$ cat src/rtl/conv_stream_host.sv
// conv_stream_host
// Far-end partner of a streaming convolution engine. It sends one preloaded
// X vector of N samples over a valid/ready master port. It then takes the
// N-M+1 Y results over a valid/ready slave port, storing each result and
// keeping a full-precision running sum. The host loads X and reads Y through
// simple buffer ports. Each start request runs exactly one vector.

module conv_stream_host #(
  parameter int T = 8,    // sample width (signed)
  parameter int N = 128,  // X vector length
  parameter int M = 32    // filter length
) (
  input  logic                           clk,
  input  logic                           reset,
  input  logic                           h_wr_en,
  input  logic [$clog2(N)-1:0]           h_wr_addr,
  input  logic [T-1:0]                   h_wr_data,
  input  logic [$clog2(N-M+1)-1:0]       h_rd_addr,
  output logic [T-1:0]                   h_rd_data,
  input  logic                           start,
  input  logic                           y_ready_en,
  output logic                           m_valid_x,
  output logic [T-1:0]                   m_data_x,
  input  logic                           m_ready_x,
  input  logic                           s_valid_y,
  input  logic [T-1:0]                   s_data_y,
  output logic                           s_ready_y,
  output logic                           busy,
  output logic                           done,
  output logic [$clog2(N-M+2)-1:0]       y_count,
  output logic [T+$clog2(N-M+1)-1:0]     y_sum
);

  localparam int NUM_Y = N - M + 1;
  localparam int AW_X  = $clog2(N);
  localparam int AW_Y  = $clog2(NUM_Y);
  localparam int CW    = $clog2(NUM_Y + 1);
  localparam int SW    = T + $clog2(NUM_Y);

  localparam logic [AW_X-1:0] TX_LAST = AW_X'(N - 1);
  localparam logic [AW_Y-1:0] RX_LAST = AW_Y'(NUM_Y - 1);

  typedef enum logic [1:0] {IDLE, SEND, RECV, DONE} state_t;

  state_t state, state_nx;

  logic [T-1:0]    xbuf [0:N-1];
  logic [T-1:0]    ybuf [0:NUM_Y-1];
  logic [AW_X-1:0] tx_ptr;
  logic [AW_Y-1:0] rx_ptr;
  logic            x_hs;
  logic            y_hs;

  assign x_hs     = m_valid_x & m_ready_x;
  assign y_hs     = s_valid_y & s_ready_y;
  // The X beat is read straight from the buffer, so the data stays stable
  // for as long as tx_ptr holds during a stall.
  assign m_data_x = xbuf[tx_ptr];

  // State register.
  // NOTE: sequential state uses non-blocking assignments, so every register samples pre-edge values.
  always_ff @(posedge clk) begin
    if (reset) state <= IDLE;
    else       state <= state_nx;
  end

  // Next-state logic: run one vector out, collect NUM_Y results, pulse done.
  // NOTE: the default assignment comes first, so no path leaves state_nx unassigned and no latch is inferred.
  always_comb begin
    state_nx = state;
    unique case (state)
      IDLE:    if (start) state_nx = SEND;
      SEND:    if (x_hs && (tx_ptr == TX_LAST)) state_nx = RECV;
      RECV:    if (y_hs && (rx_ptr == RX_LAST)) state_nx = DONE;
      DONE:    state_nx = IDLE;
      default: state_nx = IDLE;
    endcase
  end

  // Outputs decoded from state. The Y ready signal only opens while receiving.
  always_comb begin
    m_valid_x = 1'b0;
    s_ready_y = 1'b0;
    busy      = 1'b0;
    done      = 1'b0;
    unique case (state)
      SEND:    begin m_valid_x = 1'b1; busy = 1'b1; end
      RECV:    begin s_ready_y = y_ready_en; busy = 1'b1; end
      DONE:    done = 1'b1;
      default: ;
    endcase
  end

  // Pointers and statistics. These are cleared by an accepted start, advanced
  // by handshakes, and held otherwise.
  always_ff @(posedge clk) begin
    if (reset) begin
      tx_ptr  <= '0;
      rx_ptr  <= '0;
      y_count <= '0;
      y_sum   <= '0;
    end else begin
      if ((state == IDLE) && start) begin
        tx_ptr  <= '0;
        rx_ptr  <= '0;
        y_count <= '0;
        y_sum   <= '0;
      end
      if (x_hs) tx_ptr <= tx_ptr + AW_X'(1);
      if (y_hs) begin
        rx_ptr  <= rx_ptr + AW_Y'(1);
        y_count <= y_count + CW'(1);
        y_sum   <= y_sum + {{(SW-T){s_data_y[T-1]}}, s_data_y};
      end
    end
  end

  // Sample buffers. The host writes X only while idle; the engine writes Y on each accepted beat.
  // NOTE: the buffers are deliberately not reset; their contents are defined by writes, and a reset would block RAM inference.
  always_ff @(posedge clk) begin
    if ((state == IDLE) && h_wr_en) xbuf[h_wr_addr] <= h_wr_data;
    if (y_hs)                       ybuf[rx_ptr]    <= s_data_y;
  end

  // Registered host read port. A read that coincides with a write returns the old contents.
  always_ff @(posedge clk) begin
    if (reset) h_rd_data <= '0;
    else       h_rd_data <= ybuf[h_rd_addr];
  end

endmodule

$ cat config.mk
export PLATFORM = sky130hd
export DESIGN_NAME = conv_stream_host
export DESIGN_NICKNAME = d
export VERILOG_FILES = /design/src/rtl/conv_stream_host.sv
export SDC_FILE = /design/constraint.sdc
export NUM_CORES = 2
export LEC_CHECK = 0
export BUFFER_PORTS_ARGS = -buffer_cell sky130_fd_sc_hd__clkbuf_2
export CAP_MARGIN = 20
export CORE_MARGIN = 2
export CORE_UTILIZATION = 60
export DETAILED_ROUTE_END_ITERATION = 6
export HOLD_SLACK_MARGIN = 0.06
export PLACE_DENSITY = 0.75
export SLEW_MARGIN = 10
export SYNTH_ARGS = -nofsm -noshare
export SYNTH_HDL_FRONTEND = slang
export SYNTH_SLANG_ARGS = --single-unit
$ cat constraint.sdc
create_clock -name clk -period 9.47 [get_ports clk]
set_input_delay 1.894 -clock clk [delete_from_list [all_inputs] [get_ports clk]]
set_output_delay 1.894 -clock clk [all_outputs]
set_load 0.05 [all_outputs]
# Word-level counts from Yosys, hierarchy flattened
# Memories as Yosys holds them, arrays and structs flattened. A register that Yosys moved wholly into a read port is not among the register bits.
# Cells that the tools add are included.
dict set report word_totals {
  reg_bits 38
  mem_bits_rw 1800
  inputBits 37
  out_inout_bits 42
  elab_cells 50
  memories 2
}
# memory words word_bits rd rd_ports_with_merged_regs write_ports line
set memory_table {}
lappend memory_table {xbuf 128 8 1 1 1 47} ;# logic [T-1:0] xbuf [0:N-1];
lappend memory_table {ybuf 97 8 1 1 1 48} ;# logic [T-1:0] ybuf [0:NUM_Y-1];
dict set report classes {
  n_addsub 4
  n_eq_ne 8
  muxes 20
  bitwise_logic 2
  n_reduce_logical 9
}
# op n
set ops {}
lappend ops {{7-bit 2-to-1 mux} 6}
lappend ops {{15-bit 2-to-1 mux} 2}
lappend ops {{7-bit by 1-bit adder with 7-bit output (second input constant)} 3}
lappend ops {{15-bit adder} 1}
lappend ops {{7-bit == test (second input constant)} 2}
lappend ops {{1-bit 2-to-1 mux} 8}
lappend ops {{2-bit one-hot mux with 4 select lines} 1}
lappend ops {{2-bit 2-to-1 mux} 3}
lappend ops {{2-bit inequality test (second input constant)} 3}
lappend ops {{2-bit == test (second input constant)} 2}
lappend ops {{1-bit logical AND} 4}
lappend ops {{2-bit nonzero test} 2}
lappend ops {{3-bit AND reduction} 1}
lappend ops {{1-bit bitwise AND} 2}
lappend ops {{2-bit by 1-bit == test with 1-bit output (second input constant)} 1}
lappend ops {{2-bit zero test} 1}
lappend ops {{2-bit OR reduction} 1}

# Logic depth before layout (Yosys ltp)
dict set report depth {
  depth_word 6
  depth_mapped 11
  depth_no_buf 8
}

# Worst setup path before layout
# OpenSTA, ideal clock, no wires.
dict set report synth_timing {
  path_kind {reg-to-output}
  startpoint {register (tool-made name)}
  endpoint {output port m_data_x[6]}
  t_arrival_ns 2.772
  required_ns 7.576
  slack_ns 4.804
  path_stages_with_launch 8
  path_buffers 3
  path_cell_list {dfxtp_1 clkbuf_1 clkbuf_1 buf_1 mux4_2 a221oi_1 o22ai_1 or4_1}
}
# element line
set synth_lines {}
lappend synth_lines {{end, declared} 23} ;# output logic [T-1:0] m_data_x,

==> impl_results.html <==
<table>
<tr><th>Metric</th><th>Value</th></tr>
<tr><th colspan="2">Setup path</th></tr>
<tr><td>Ordered list of cells on the worst path</td><td>buf_4 &gt; mux4_2 &gt; a22o_1 &gt; a221oi_1 &gt; o22ai_1 &gt; or4_1 &gt; clkbuf_2</td></tr>
<tr><td>Critical Path Source Type</td><td>register</td></tr>
<tr><td>Largest fanout on the critical path</td><td>48</td></tr>
<tr><td>Req. time, crit path</td><td>7580 ps</td></tr>
<tr><td>Data arrival time of the critical path</td><td>4630 ps</td></tr>
<tr><td>Crit-path slowest cell</td><td>dfxtp_4</td></tr>
<tr><td>Delay contributed by the slowest stage of the critical path</td><td>~690 ps</td></tr>
<tr><td>Setup crit end kind</td><td>output pin</td></tr>
<tr><td>Setup Crit Path Kind</td><td>reg -&gt; out</td></tr>
<tr><th colspan="2">Global route</th></tr>
<tr><td>Global-route wire length before repair</td><td>240500 um</td></tr>
<tr><td>Tot GR Track Use</td><td>0.2690</td></tr>
<tr><td>Met1 Resource Use GR</td><td>0.3761</td></tr>
<tr><td>Global routing met2 resource utilization</td><td>0.4381</td></tr>
<tr><td>Via count of the first global-routing pass</td><td>around 36000</td></tr>
<tr><td>Global route overflow</td><td>0</td></tr>
<tr><td>Number of antenna violations at the first check in global routing</td><td>4</td></tr>
<tr><td>Maximum number of pins on one net before global-route repair</td><td>roughly 120</td></tr>
<tr><td>Met3 usage</td><td>0.03813</td></tr>
<tr><td>Layer carrying the most global-route usage</td><td>met2</td></tr>
<tr><th colspan="2">Timing</th></tr>
<tr><td>Tightest hold margin</td><td>499.7 ps</td></tr>
<tr><td>Final sum of negative setup slack</td><td>0 ps</td></tr>
<tr><td>Final Slew Violations</td><td>0</td></tr>
<tr><td>Maximum achievable frequency</td><td>153.2 MHz</td></tr>
<tr><td>Number of hold violations in the final report</td><td>0</td></tr>
<tr><td>Max-slew headroom at the worst pin</td><td>0.1818</td></tr>
<tr><td>RSZ-0062 raised after global routing</td><td>no</td></tr>
<tr><td>Measured slew at the worst slew-check pin</td><td>1224 ps</td></tr>
<tr><td>Setup Skew</td><td>approximately 30 ps</td></tr>
<tr><td>Final setup violation count</td><td>0</td></tr>
<tr><td>Period minus WS final</td><td>6526 ps</td></tr>
<tr><td>Part of the cycle the worst path needs</td><td>0.6891</td></tr>
<tr><th colspan="2">Clocking</th></tr>
<tr><td>Number of gates given a new drive strength after cts</td><td>0</td></tr>
<tr><td>Clock buffer count from CTS</td><td>180</td></tr>
<tr><td>Clock transition time at the flip-flop clock pins of the worst setup and hold paths</td><td>approximately 60 ps</td></tr>
<tr><td>Buffer depth of the longest clock path</td><td>3</td></tr>
<tr><td>CTS tree</td><td>done</td></tr>
<tr><td>Clock root buffer</td><td>clkbuf_16</td></tr>
<tr><td>Post-CTS repair timing setup buffer count</td><td>0</td></tr>
<tr><td>Max H-tree Level</td><td>4</td></tr>
<tr><td>Insertion delay to the later sink of the worst-skew pair</td><td>800 ps</td></tr>
<tr><td>Number of sinks handled by clock tree synthesis</td><td>about 1900</td></tr>
<tr><td>Hold buffer count at cts</td><td>0</td></tr>
<tr><th colspan="2">Power and ir drop</th></tr>
<tr><td>Areal power density over the cells</td><td>216.3 nW/um^2</td></tr>
<tr><td>Switching part of the total</td><td>0.2162</td></tr>
<tr><td>Leakage component of the power</td><td>between 0.02 and 0.025 uW</td></tr>
<tr><td>Share of power burned in registers</td><td>0.521</td></tr>
<tr><td>Total power after layout</td><td>17350 uW</td></tr>
<tr><td>Share of total power in the clock network</td><td>0.413</td></tr>
<tr><td>Max rail drop VDD</td><td>~0.18 mV</td></tr>
<tr><td>Switching power total</td><td>3751 uW</td></tr>
<tr><td>Comb power frac</td><td>0.065</td></tr>
<tr><td>Internal power consumption</td><td>approximately 14000 uW</td></tr>
<tr><th colspan="2">Floorplan</th></tr>
<tr><td>Placement Rows</td><td>127</td></tr>
<tr><td>Horizontal extent of the die</td><td>roughly 350 um</td></tr>
<tr><td>Die outline area</td><td>123100 um^2</td></tr>
<tr><td>Initial standard-cell utilization of the core</td><td>0.6032</td></tr>
<tr><td>I/O Pins</td><td>79</td></tr>
<tr><td>Area of the placeable core</td><td>119700 um^2</td></tr>
<tr><td>Overall die height</td><td>approximately 350 um</td></tr>
<tr><th colspan="2">Synth</th></tr>
<tr><td>Post-synthesis async set-or-reset flop share</td><td>0</td></tr>
<tr><td>Ys flop type</td><td>edfxtp_1</td></tr>
<tr><td>Number of synthesis warnings</td><td>0</td></tr>
<tr><td>Number of nets produced by synthesis</td><td>3600</td></tr>
<tr><td>Post-Syn Area</td><td>~72000 um^2</td></tr>
<tr><td>Distinct cell type count of the synthesized netlist</td><td>64</td></tr>
<tr><td>Sequential element share of the synthesized area</td><td>0.7636</td></tr>
<tr><td>Number of synthesized register bits</td><td>1853</td></tr>
<tr><td>Post-synth EDFFs</td><td>1800</td></tr>
<tr><td>Mean Syn Cell Area</td><td>between 20 and 25 um^2</td></tr>
<tr><td>Number of instances in the synthesized netlist</td><td>3540</td></tr>
<tr><th colspan="2">Worst hold path</th></tr>
<tr><td>Class of the worst hold path</td><td>reg -&gt; reg</td></tr>
<tr><th colspan="2">Detailed routing</th></tr>
<tr><td>Number of vias in the routed layout</td><td>36300</td></tr>
<tr><td>Wire per inst</td><td>30.10 um</td></tr>
<tr><td>Number of DRC markers after the initial detailed-route iteration</td><td>4900</td></tr>
<tr><td>Via-per-instance ratio</td><td>6.692</td></tr>
<tr><td>Remaining routing DRC violations</td><td>0</td></tr>
<tr><td>Pre-antenna DRT Iters</td><td>6</td></tr>
<tr><td>Total length of routed wires</td><td>163300 um</td></tr>
<tr><td>Antenna Violating Nets Remaining</td><td>0</td></tr>
<tr><th colspan="2">Run status</th></tr>
<tr><td>Result of the run</td><td>complete, no violations</td></tr>
<tr><th colspan="2">Placed design</th></tr>
<tr><td>DP Area</td><td>74250 um^2</td></tr>
<tr><td>Buffers on Ports</td><td>78</td></tr>
<tr><td>Final weighted congestion in routability-driven placement</td><td>0.8630</td></tr>
<tr><td>HPWL after detailed placement</td><td>97960 um</td></tr>
<tr><th colspan="2">Cells and area</th></tr>
<tr><td>Commonest cells after routing, fill and taps aside</td><td>edfxtp_1, mux4_2, nor2_1</td></tr>
<tr><td>Most common cell after layout, fill and taps aside</td><td>edfxtp_1</td></tr>
<tr><td>Area growth from synthesis to final layout</td><td>11.15%</td></tr>
<tr><td>Fin nets</td><td>about 3700</td></tr>
<tr><td>Finished Cell Area</td><td>80220 um^2</td></tr>
<tr><td>Ratio of cells with drive above 1 in the final layout</td><td>0.2220</td></tr>
<tr><td>Number of filler cells placed in the layout</td><td>7431</td></tr>
<tr><th colspan="2">Job</th></tr>
<tr><td>Max Cap Viol</td><td>0</td></tr>
</table>
-- kinds of logic (layout without fill, tap and decap cells) --
kind of cell,Yosys count,in the layout,synth area share
fa+ha+maj,23,23,0.004091
flops,1853,1853,0.7636
buf+inv,209,480,0.01378
simple gates,578,578,0.03639
other cells,0,1,0
xor+xnor,14,14,0.001699
compound gates,360,360,0.03729
mux,503,503,0.1431
-- path summary, 6_finish.rpt --
check	from	to	slack [ps]	cells after the start
max reg2reg	state[0]	ybuf[37][4]	5550	6
min	y_sum[8]	y_sum[8]	500	2
max	register	m_data_x[7]	2940	7
min reg2reg	y_sum[8]	y_sum[8]	500	2
-- stage by stage --
stage,instances,util,setup slack [ps]
after floorplan,3540,-,4804
final,5424,0.6704,2944
after global routing,5423,0.6704,2822
after detailed placement,5091,0.6206,3707
after global placement,5090,0.6203,3711
after CTS,5422,0.6702,2881
-- metal layers --
layer  up-vias  routed length, um
met5         -                 13
li1      15030                  -
met4         2               6081
met2      2086              81470
met1     18830              62020
met3       353              13690
-- power by group through the flow --
stage	Combinational, uW	Sequential [uW]	Clock [uW]
final	1130	9040	7170
after global routing	1200	9040	7540
after CTS	1140	9050	7240
after detailed placement	1130	9220	0
after global placement	1110	9220	0
after floorplan	743	9220	0
-- flip-flops by register name (all words and copies together) (netlist names), named ones only --
name	count
rx_ptr	7
tx_ptr	7
xbuf	1024
ybuf	776
h_rd_data	8
y_count	7
state	2
y_sum	15
-- area by class of cell --
class	instances	area (um^2)	share of cell area
clock inverter	93	1116	0.01391
inverter	7	26.28	0.0003276
multi-input combinational	1478	16080	0.2005
antenna	1	2.502	0.00003120
tap	1612	2017	0.02514
clock buffer	238	4825	0.06014
sequential	1853	55120	0.6871
timing repair buffer	142	1026	0.01279
-- synthesized netlist by cell type (10+ instances only) --
cell,count,area share
edfxtp_1,1800,0.75
mux4_2,422,0.13
nor2_1,278,0.014
clkbuf_1,114,0.0059
nand2_1,92,0.0048
mux2i_1,69,0.0096
a22o_1,66,0.0080
a221oi_1,62,0.0075
nand3_1,60,0.0042
dfxtp_1,53,0.015
a21oi_1,45,0.0031
buf_2,39,0.0027
a22oi_1,36,0.0037
o22ai_1,36,0.0031
nor2b_1,34,0.0029
nor3_1,29,0.0020
o21ai_0,28,0.0019
ha_1,22,0.0038
buf_1,21,0.0011
nand2b_1,16,0.0014
buf_6,15,0.0023
nand4_1,14,0.0012
buf_4,13,0.0014
mux2_2,12,0.0019
or4_1,11,0.0011
a31oi_1,10,0.00087
and3_1,10,0.00087
-- worst max-delay path: cells and delay by family, from the launching register on --
kind / cells / cell delay, ps
AO/OA/AOI/OAI: 3 / 1130
buffers and inverters: 2 / 950
flip-flops: 1 / 690
AND/OR/NAND/NOR: 1 / 600
multiplexers: 1 / 430
Power figures use the tool's default switching activity.
